$ cat config.mk
export PLATFORM = sky130hd
export DESIGN_NAME = stream_burst_drain
export DESIGN_NICKNAME = d
export VERILOG_FILES = /design/src/rtl/stream_burst_drain_pkg.sv /design/src/rtl/stream_skid_buf.sv /design/src/rtl/stream_burst_drain.sv
export SDC_FILE = /design/constraint.sdc
export NUM_CORES = 1
export LEC_CHECK = 0
export ABC_CLOCK_PERIOD_IN_PS = 2800
export CAP_MARGIN = 30
export CORE_MARGIN = 8
export CORE_UTILIZATION = 49
export CTS_CLUSTER_SIZE = 25
export DETAILED_ROUTE_END_ITERATION = 10
export PLACE_DENSITY = 0.73
export SETUP_SLACK_MARGIN = 0.5
export SLEW_MARGIN = 20
export SYNTH_ARGS = -nofsm -noshare
export SYNTH_HDL_FRONTEND = slang
export SYNTH_HIERARCHICAL = 1
export SYNTH_SLANG_ARGS = --single-unit
$ cat constraint.sdc
create_clock -name ap_clk -period 2.8 [get_ports ap_clk]
set_input_delay 0.56 -clock ap_clk [delete_from_list [all_inputs] [get_ports ap_clk]]
set_output_delay 0.56 -clock ap_clk [all_outputs]
set_load 0.01 [all_outputs]
$ cat src/rtl/stream_burst_drain_pkg.sv
// Shared types and helpers for the burst-drain read path.
//   drain_state_t : controller state (IDLE waits for a burst decision,
//                   BURST pulls beats from the FIFO into the output stage)
//   clog2_min1    : ceil(log2(n)) but never below 1, for counter widths
package stream_burst_drain_pkg;

  typedef enum logic {
    IDLE  = 1'b0,
    BURST = 1'b1
  } drain_state_t;

  function automatic int clog2_min1(input int n);
    return (n <= 1) ? 1 : $clog2(n);
  endfunction

endpackage

$ cat src/rtl/stream_skid_buf.sv
// Two-entry skid buffer / register slice.
//   ap_clk, ap_rst : clock, synchronous active-high reset
//   i_d, i_v, i_r  : upstream data / valid / ready
//   o_d, o_v, o_r  : downstream data / valid / ready
// All outputs are registered. i_r depends only on whether the skid entry
// is occupied, so there is no combinational path from o_r to i_r.
// Full throughput with o_r held high; o_d holds while o_v & !o_r.
module stream_skid_buf #(
  parameter int DATA_W = 9
) (
  input  logic              ap_clk,
  input  logic              ap_rst,
  input  logic [DATA_W-1:0] i_d,
  input  logic              i_v,
  output logic              i_r,
  output logic [DATA_W-1:0] o_d,
  output logic              o_v,
  input  logic              o_r
);

  // p0 = skid entry, p1 = output register
  logic [DATA_W-1:0] dat_p0;
  logic [DATA_W-1:0] dat_p1;
  logic              vld_p0;
  logic              vld_p1;
  logic              load_out;

  assign i_r      = !vld_p0;
  assign load_out = !vld_p1 || o_r;
  assign o_d      = dat_p1;
  assign o_v      = vld_p1;

  // Output register: refilled from the skid entry first, else from input.
  always_ff @(posedge ap_clk) begin
    if (ap_rst) begin
      vld_p0 <= 1'b0;
      vld_p1 <= 1'b0;
      dat_p1 <= '0;
    end else begin
      if (load_out) begin
        if (vld_p0) begin
          vld_p1 <= 1'b1;
          dat_p1 <= dat_p0;
          vld_p0 <= 1'b0;
        end else begin
          vld_p1 <= i_v;
          if (i_v) dat_p1 <= i_d;
        end
      end else if (i_v && !vld_p0) begin
        vld_p0 <= 1'b1;
      end
    end
  end

  // Skid entry captures the beat that arrives while the output is stalled.
  always_ff @(posedge ap_clk) begin
    if (!load_out && i_v && !vld_p0) dat_p0 <= i_d;
  end

endmodule

$ cat src/rtl/stream_burst_drain.sv
// Burst drain for a StreamingFIFO read side.
// Watches the FIFO occupancy and reads only whole bursts of BURST_LEN beats,
// forwarding each burst as an AXI-Stream packet with TLAST on its final beat.
// Residual data leaves as a short packet after TIMEOUT idle cycles with
// partial occupancy, or immediately on a flush request.
//   ap_clk, ap_rst        : clock, synchronous active-high reset
//   fifo_count            : upstream FIFO occupancy
//   in0_V_V_T{DATA,VALID,READY} : FIFO output stream (READY = read strobe)
//   out_V_V_T{DATA,VALID,READY,LAST} : packet stream towards the DMA
//   flush                 : single-cycle request to emit residual data
//   busy                  : high while a burst is being read
//   pkt_count             : packets accepted downstream (wraps)
module stream_burst_drain
  import stream_burst_drain_pkg::*;
#(
  parameter int DATA_W    = 8,
  parameter int COUNT_W   = 15,
  parameter int BURST_LEN = 64,
  parameter int TIMEOUT   = 1024
) (
  input  logic               ap_clk,
  input  logic               ap_rst,
  input  logic [COUNT_W-1:0] fifo_count,
  input  logic [DATA_W-1:0]  in0_V_V_TDATA,
  input  logic               in0_V_V_TVALID,
  output logic               in0_V_V_TREADY,
  output logic [DATA_W-1:0]  out_V_V_TDATA,
  output logic               out_V_V_TVALID,
  input  logic               out_V_V_TREADY,
  output logic               out_V_V_TLAST,
  input  logic               flush,
  output logic               busy,
  output logic [31:0]        pkt_count
);

  localparam int                 TMO_W      = clog2_min1(TIMEOUT);
  localparam logic [COUNT_W-1:0] BURST_LEN_C = COUNT_W'(BURST_LEN);
  localparam logic [TMO_W-1:0]   TMO_LAST   = TMO_W'(TIMEOUT - 1);

  drain_state_t       state;
  logic [COUNT_W-1:0] len;
  logic [COUNT_W-1:0] beat_cnt;
  logic [TMO_W-1:0]   tmo_cnt;
  logic               flush_pend;
  logic               skid_i_r;
  logic               skid_i_v;
  logic               in_acc;
  logic               last_beat;
  logic               has_data;
  logic               full_ready;
  logic               short_go;

  assign skid_i_v       = in0_V_V_TVALID && (state == BURST);
  assign in0_V_V_TREADY = (state == BURST) && skid_i_r;
  assign in_acc         = in0_V_V_TVALID && in0_V_V_TREADY;
  assign last_beat      = (beat_cnt == len - COUNT_W'(1));
  assign busy           = (state == BURST);

  assign has_data   = (fifo_count != '0);
  assign full_ready = (fifo_count >= BURST_LEN_C);
  // A pending or live flush only forces a short packet when there is data.
  assign short_go   = has_data && ((tmo_cnt == TMO_LAST) || flush_pend || flush);

  // Decision / read stage
  always_ff @(posedge ap_clk) begin
    if (ap_rst) begin
      state      <= IDLE;
      len        <= '0;
      beat_cnt   <= '0;
      tmo_cnt    <= '0;
      flush_pend <= 1'b0;
      pkt_count  <= '0;
    end else begin
      if (out_V_V_TVALID && out_V_V_TREADY && out_V_V_TLAST)
        pkt_count <= pkt_count + 32'd1;

      case (state)
        IDLE: begin
          if (full_ready || short_go) begin
            // Snapshot is safe: the FIFO can only grow while we are idle.
            len        <= full_ready ? BURST_LEN_C : fifo_count;
            state      <= BURST;
            beat_cnt   <= '0;
            tmo_cnt    <= '0;
            flush_pend <= 1'b0;
          end else if (has_data) begin
            tmo_cnt <= tmo_cnt + TMO_W'(1);
          end else begin
            tmo_cnt <= '0;
          end
        end
        BURST: begin
          if (flush) flush_pend <= 1'b1;
          if (in_acc) begin
            if (last_beat) begin
              beat_cnt <= '0;
              state    <= IDLE;
            end else begin
              beat_cnt <= beat_cnt + COUNT_W'(1);
            end
          end
        end
        default: state <= IDLE;
      endcase
    end
  end

  // Output stage: last flag travels with the data through the slice
  stream_skid_buf #(
    .DATA_W(DATA_W + 1)
  ) u_skid (
    .ap_clk (ap_clk),
    .ap_rst (ap_rst),
    .i_d    ({last_beat, in0_V_V_TDATA}),
    .i_v    (skid_i_v),
    .i_r    (skid_i_r),
    .o_d    ({out_V_V_TLAST, out_V_V_TDATA}),
    .o_v    (out_V_V_TVALID),
    .o_r    (out_V_V_TREADY)
  );

endmodule

==> results.yml, run 1 <==
detailed_routing:
  drtIter0Drc: 165
  viasPerCell: 5.55
  drc_errors: 0
  wirelength_mm: 11.6
  routedWlPerCell_um: 15.4
  vias: 4197
  first_pass_iters: 5
  ant_nets: 0
timing:
  clock_skew_ns: 0.0112
  relSlewSlack_pct: 54.9
  holdWs_ns: 0.477
  rsz0062_at_grt: "true"
  drv_slew: 0
  min_period_over_period_pct: 97.8
  setup_viol: 0
  final.min_clock_period_ns: 2.74
  hold_viol_final: 0
  max_freq_mhz: 365
  tightest_slew_ns: 0.670
worst_hold_path:
  min_path_cells: 2
  min_to: "flush_pend$_SDFFE_PP0P_"
  hold_class: "reg -> reg"
  min-delay-start: "flush_pend$_SDFFE_PP0P_"
clocking:
  root_buffer: "clkbuf_8"
  hold_buffers: 0
  htree_levels: 3
  worstSkewPairLatency_ns: 0.38
  numCtsBuffers: 9
  cts_tree: "built"
  clock_path_buffers: 2
  clkTransAtPathRegs_ns: 0.10
  clock_sinks: 94
floorplan:
  core_area_sq_mm: 0.00959
  die_area_sq_mm: 0.0132
  die_x_um: 115
  die_height_um: 115
  rows: 36
  start_util_pct: 49.7
  pin_count: 72
synth:
  synth.ff_latch_count: 94
  yosysSeqAreaShare_pct: 41.3
  syn-instance-count: 542
  yosys.cell_types.count: 59
  synth_fp_nets: 574
  syn_area_per_cell_sq_um: 8.80
  yosys_warnings: 6
  postSynth.asyncResetShare_pct: 0
  synth_edf_count: 9
  synthesis.area_sq_mm: 0.00477
  ys.flop_type: "dfxtp_1"
setup_path:
  r2r-end: "u_skid/o_d[8]$_SDFFE_PP0P_"
  r2r_cells: 8
  r2r-start: "len[6]$_SDFFE_PP0P_"
  cp_max_fo: 2
  critical_path_class: "reg -> reg"
  cp-start-kind: "flip-flop"
  cp.required_ns: 3.10
  r2r_setup_slack_ns: 0.06
  endpoint_kind: "flip-flop"
  worst-endpoint-arrival_ns: 3.04
pwr:
  cellPowerDensity_mw_per_mm2: 408
  peakVddDrop_v: 0.000250
  leakage_uw: 0.00204
global_route:
  antenna_found_initial: 0
  first_global_vias: 4225
  grt_pass1_wl_mm: 20.0
  grt.total_usage_pct: 18.5
  grt.overflow.total: 0
  grt_max_degree: 34
placement:
  gp_congestion: 0.819
  portBuffers: 71
  hpwl_mm: 8.18
outcome:
  status: "completed"
layout:
  layout.nets: 650
  antennaDiodeCount: 0
  drive_above_1_share_pct: 15.7
  post-route-util_pct: 63.1
  area_delta_synth_final_pct: 26.9
run:
  drv_cap: 0
-- final cells by class --
class	count	area [sq um]
inverters	10	37.5
fillers	821	3540
multi-input cells	407	2740
clock inverters	6	55.1
flip-flops and latches	94	1980
clock buffers	10	128
repair buffers	96	947
well taps	133	166
-- repair_timing --
action | CTS | global route
gates resized for setup | 14 | 13
buffers inserted | 6 | 2
endpoints found under the setup margin | 25 | 33
pin swaps | 21 | 5
cloned | 1 | 0
-- registers in the layout, summed over array words and instances, names as in the netlist --
signal         cells
u_skid/vld_p0      1
u_skid/o_d         9
pkt_count         32
len               15
u_skid/dat_p0      9
u_skid/o_v         1
busy               1
beat_cnt          15
flush_pend         1
tmo_cnt           10
-- placed cells by master (no fill, tap or decap), drive strengths merged, types with 9 or more instances in the layout --
cell type and instances:
o21ai 26, and2 14, nand4 15, nor3 11
nor2 58, xnor2 24, edfxtp 9, inv 13
nand3 33, xor2 27, clkbuf 11, nand2 38
a21oi 44, dfxtp 85, mux2i 10, clkdlybuf4s50 67
buf 25, a211oi 16, and3 11, nor4 16
-- layer usage --
layer,global-route usage (%),vias to the layer above,wire (um)
met5,0,-,0
met4,6.92,0,289
met3,5.80,22,630
met2,30.4,96,5540
met1,22.1,1981,5180
li1,-,2098,-
-- metrics by stage --
step | setup WS (ns) | area (sq um) | setup TNS, ns | std cells | power [uW]
floorplan | 0.279 | 4790 | 0 | 542 | 1520
global placement | 0.0408 | 5670 | 0 | 731 | 1620
detailed placement | -0.000177 | 5670 | -0.000177 | 731 | 1620
CTS | 0.0854 | 6010 | 0 | 754 | 2490
global route | -0.0532 | 6050 | -0.0532 | 756 | 2560
finish | 0.0626 | 6050 | 0 | 756 | 2470
-- synthesized netlist by cell type, types with 6 or more instances --
cell | instances | area (sq um)
a211oi_1 | 6 | 45.0
a211oi_2 | 10 | 125
inv_1 | 10 | 37.5
xor2_1 | 27 | 236
o21ai_0 | 23 | 115
xnor2_1 | 23 | 201
nand2_1 | 38 | 143
nor2_1 | 58 | 218
nor3_1 | 11 | 55.1
a21oi_2 | 9 | 78.8
nor4_1 | 13 | 81.3
edfxtp_1 | 9 | 270
dfxtp_1 | 85 | 1700
a21oi_1 | 35 | 175
nand4_1 | 15 | 93.8
or3_1 | 7 | 43.8
and2_1 | 13 | 81.3
nand3_1 | 33 | 165
and3_1 | 11 | 68.8
mux2i_1 | 10 | 100
clkbuf_1 | 24 | 90.1
-- worst max-delay path, stage by stage, from the launching register on --
cell and delay [ns]:
dfxtp_4 0.36, or4_4 0.53, or3_4 0.42, a211oi_4 0.22, nor2_1 0.07, or4b_1 0.52
nor4_2 0.19, mux2i_1 0.15, a211oi_2 0.21
-- report_power, final --
group | total (uW) | switching, uW | internal (uW)
Sequential | 1380 | 13.0 | 1370
Combinational | 219 | 113 | 106
Clock | 868 | 527 | 341
-- logic make-up after synthesis --
group                    Yosys count  synth area share (%)
AND/OR/NAND/NOR                  233                  26.3
AO/OA/AOI/OAI                    109                  15.8
XOR/XNOR                          51                  9.52
adder cells (fa/ha/maj)            4                  1.05
multiplexers                      10                  2.10
flip-flops                        94                  41.3
buffers and inverters             41                  3.88
-- worst max path at each step --
stage,startpoint,endpoint,slack (ns)
floorplan,len[6]$_SDFFE_PP0P_,u_skid/o_d[8]$_SDFFE_PP0P_,0.28
global placement,fifo_count[8],tmo_cnt[8]$_SDFFE_PP0N_,0.04
detailed placement,fifo_count[8],tmo_cnt[4]$_SDFFE_PP0N_,-0.0002
CTS,len[6]$_SDFFE_PP0P_,u_skid/o_d[8]$_SDFFE_PP0P_,0.09
global route,len[6]$_SDFFE_PP0P_,u_skid/o_d[8]$_SDFFE_PP0P_,-0.05
finish,len[6]$_SDFFE_PP0P_,u_skid/o_d[8]$_SDFFE_PP0P_,0.06
(Power assumes the default switching activity.)
==> inputs of run 2 (changes only) <==
--- a/config.mk
+++ b/config.mk
@@ -7,12 +7,12 @@
 export LEC_CHECK = 0
 export ABC_CLOCK_PERIOD_IN_PS = 2800
 export CAP_MARGIN = 30
-export CORE_MARGIN = 8
 export CORE_UTILIZATION = 49
 export CTS_CLUSTER_SIZE = 25
 export DETAILED_ROUTE_END_ITERATION = 10
 export PLACE_DENSITY = 0.73
 export SETUP_SLACK_MARGIN = 0.5
+export SKIP_CTS_REPAIR_TIMING = 1
 export SLEW_MARGIN = 20
 export SYNTH_ARGS = -nofsm -noshare
 export SYNTH_HDL_FRONTEND = slang
==> run 2 against run 1 <==
Compared with the run above: critical path depth unchanged; flip-flop and latch count unchanged; sequential share of layout area increased by 0.14 points; count of clock-buffer cells in the layout decreased by 1; clock power increased by 0.5%; via count increased by 0.60%; routed wire length decreased by 3.2%; non-clock buffer count increased by 2; final cell count decreased by 0.26%; utilization increased by 1.4 points; setup slack improved by 0.079 ns; largest cell class unchanged.
==> results.yml, run 2 (synthesis results as in run 1) <==
pwr:
  peakVddDrop_v: 0.000232
  finalPower_uw: 2470
  cellPowerDensity_mw_per_mm2: 411
  leakage_uw: 0.00204
clocking:
  htree_levels: 3
  clock_path_buffers: 2
  root_buffer: "clkbuf_8"
  clkTransAtPathRegs_ns: 0.11
  cts_tree: "built"
  clock_sinks: 94
  numCtsBuffers: 9
  worstSkewPairLatency_ns: 0.36
global_route:
  antenna_found_initial: 0
  first_global_vias: 4202
  grt.total_usage_pct: 23.1
  grt_max_degree: 53
  grt_pass1_wl_mm: 19.0
  grt.overflow.total: 0
layout:
  antennaDiodeCount: 0
  post-route-util_pct: 64.5
  fill_cells: 803
  largest_reg_flops: 32
  layout.nets: 652
  largest_register: "pkt_count"
  layout_commonest_cell: "dfxtp_1"
  area_delta_synth_final_pct: 26.2
  final_cell_mix: "82 x dfxtp_1, 68 x clkdlybuf4s50_1, 58 x nor2_1, 38 x nand2_1, 34 x a21oi_1"
  drive_above_1_share_pct: 15.5
  reg.largest.list: "pkt_count (32), beat_cnt (15), len (15)"
detailed_routing:
  viasPerCell: 5.60
  vias: 4222
  wirelength_mm: 11.3
  drtIter0Drc: 210
  first_pass_iters: 4
  routedWlPerCell_um: 15.0
  ant_nets: 0
  drc_errors: 0
setup_path:
  endpoint_kind: "flip-flop"
  r2r_setup_slack_ns: 0.14
  cp-start-kind: "flip-flop"
  critical_path_class: "reg -> reg"
  r2r-end: "u_skid/o_d[8]$_SDFFE_PP0P_"
  cp_max_fo: 5
  worst-endpoint-arrival_ns: 2.95
  r2r-start: "len[6]$_SDFFE_PP0P_"
  r2r_cells: 8
  cp.required_ns: 3.09
outcome:
  status: "completed"
timing:
  max_freq_mhz: 376
  hold_viol_final: 0
  drv_slew: 0
  setup_viol: 0
  postLayoutSetupSlackWorst_ns: 0.142
  final.min_clock_period_ns: 2.66
  clock_skew_ns: 0.0139
  tightest_slew_ns: 0.590
  min_period_over_period_pct: 94.9
  rsz0062_at_grt: "true"
  relSlewSlack_pct: 60.7
floorplan:
  die_x_um: 101
  core_area_sq_mm: 0.00933
  die_height_um: 101
  die_area_sq_mm: 0.0101
  pin_count: 72
  rows: 35
  start_util_pct: 51.1
placement:
  place_ws_ns: -0.00408
  portBuffers: 71
  hpwl_mm: 8.02
  gp_congestion: 0.895
worst_hold_path:
  min-delay-start: "flush_pend$_SDFFE_PP0P_"
  min_to: "flush_pend$_SDFFE_PP0P_"
  min_path_cells: 2
  hold_class: "reg -> reg"
run:
  drv_cap: 0
run 2: power by group:
part	internal, uW	switching [uW]	total [uW]
Sequential	1370	13.7	1380
Combinational	107	110	217
Clock	346	526	872
Total	1820	650	2470
run 2: worst max path at each step:
stage | startpoint | end | slack (ns) | cells past startpoint
after floorplan | len[6]$_SDFFE_PP0P_ | u_skid/o_d[8]$_SDFFE_PP0P_ | 0.28 | 8
after global placement | fifo_count[8] | tmo_cnt[4]$_SDFFE_PP0N_ | 0.07 | 7
after detailed placement | fifo_count[8] | tmo_cnt[8]$_SDFFE_PP0N_ | -0.004 | 7
after CTS | len[6]$_SDFFE_PP0P_ | u_skid/o_d[8]$_SDFFE_PP0P_ | 0.12 | 8
after global routing | len[6]$_SDFFE_PP0P_ | u_skid/o_d[8]$_SDFFE_PP0P_ | 0.05 | 8
final | len[6]$_SDFFE_PP0P_ | u_skid/o_d[8]$_SDFFE_PP0P_ | 0.14 | 8
run 2: metrics by stage:
stage          setup TNS (ns)  cell area, sq um  std cells  hold slack, ns
6_report                    0              6020        754           0.489
2_1_floorplan               0              4790        542           0.437
3_5_place_dp         -0.00408              5700        732           0.467
4_1_cts                     0              5890        748           0.488
3_3_place_gp                0              5700        732           0.453
5_1_grt                     0              6020        754           0.501
run 2: routing by layer:
metal	GRT usage (%)	part of all wire, %
met4	10.8	1.9
met5	0	0
met3	3.54	3.6
met2	37.7	48
met1	30.0	46
run 2: worst max-delay path, stage by stage (launching register included):
cell and delay (ns):
dfxtp_4 0.38, or4_4 0.55, or3_4 0.42, a211oi_4 0.22, nor2_1 0.06, or4b_4 0.52, nor4_4 0.15, mux2i_1 0.12
a211oi_2 0.18
run 2: cell type report:
class	instances	area (sq um)	area share, %
clock inverter	7	62.6	1.04
timing repair buffer	98	940	15.6
inverter	10	37.5	0.623
sequential	94	1980	32.9
multi-input combinational	407	2720	45.1
tap	129	161	2.68
clock buffer	9	124	2.06
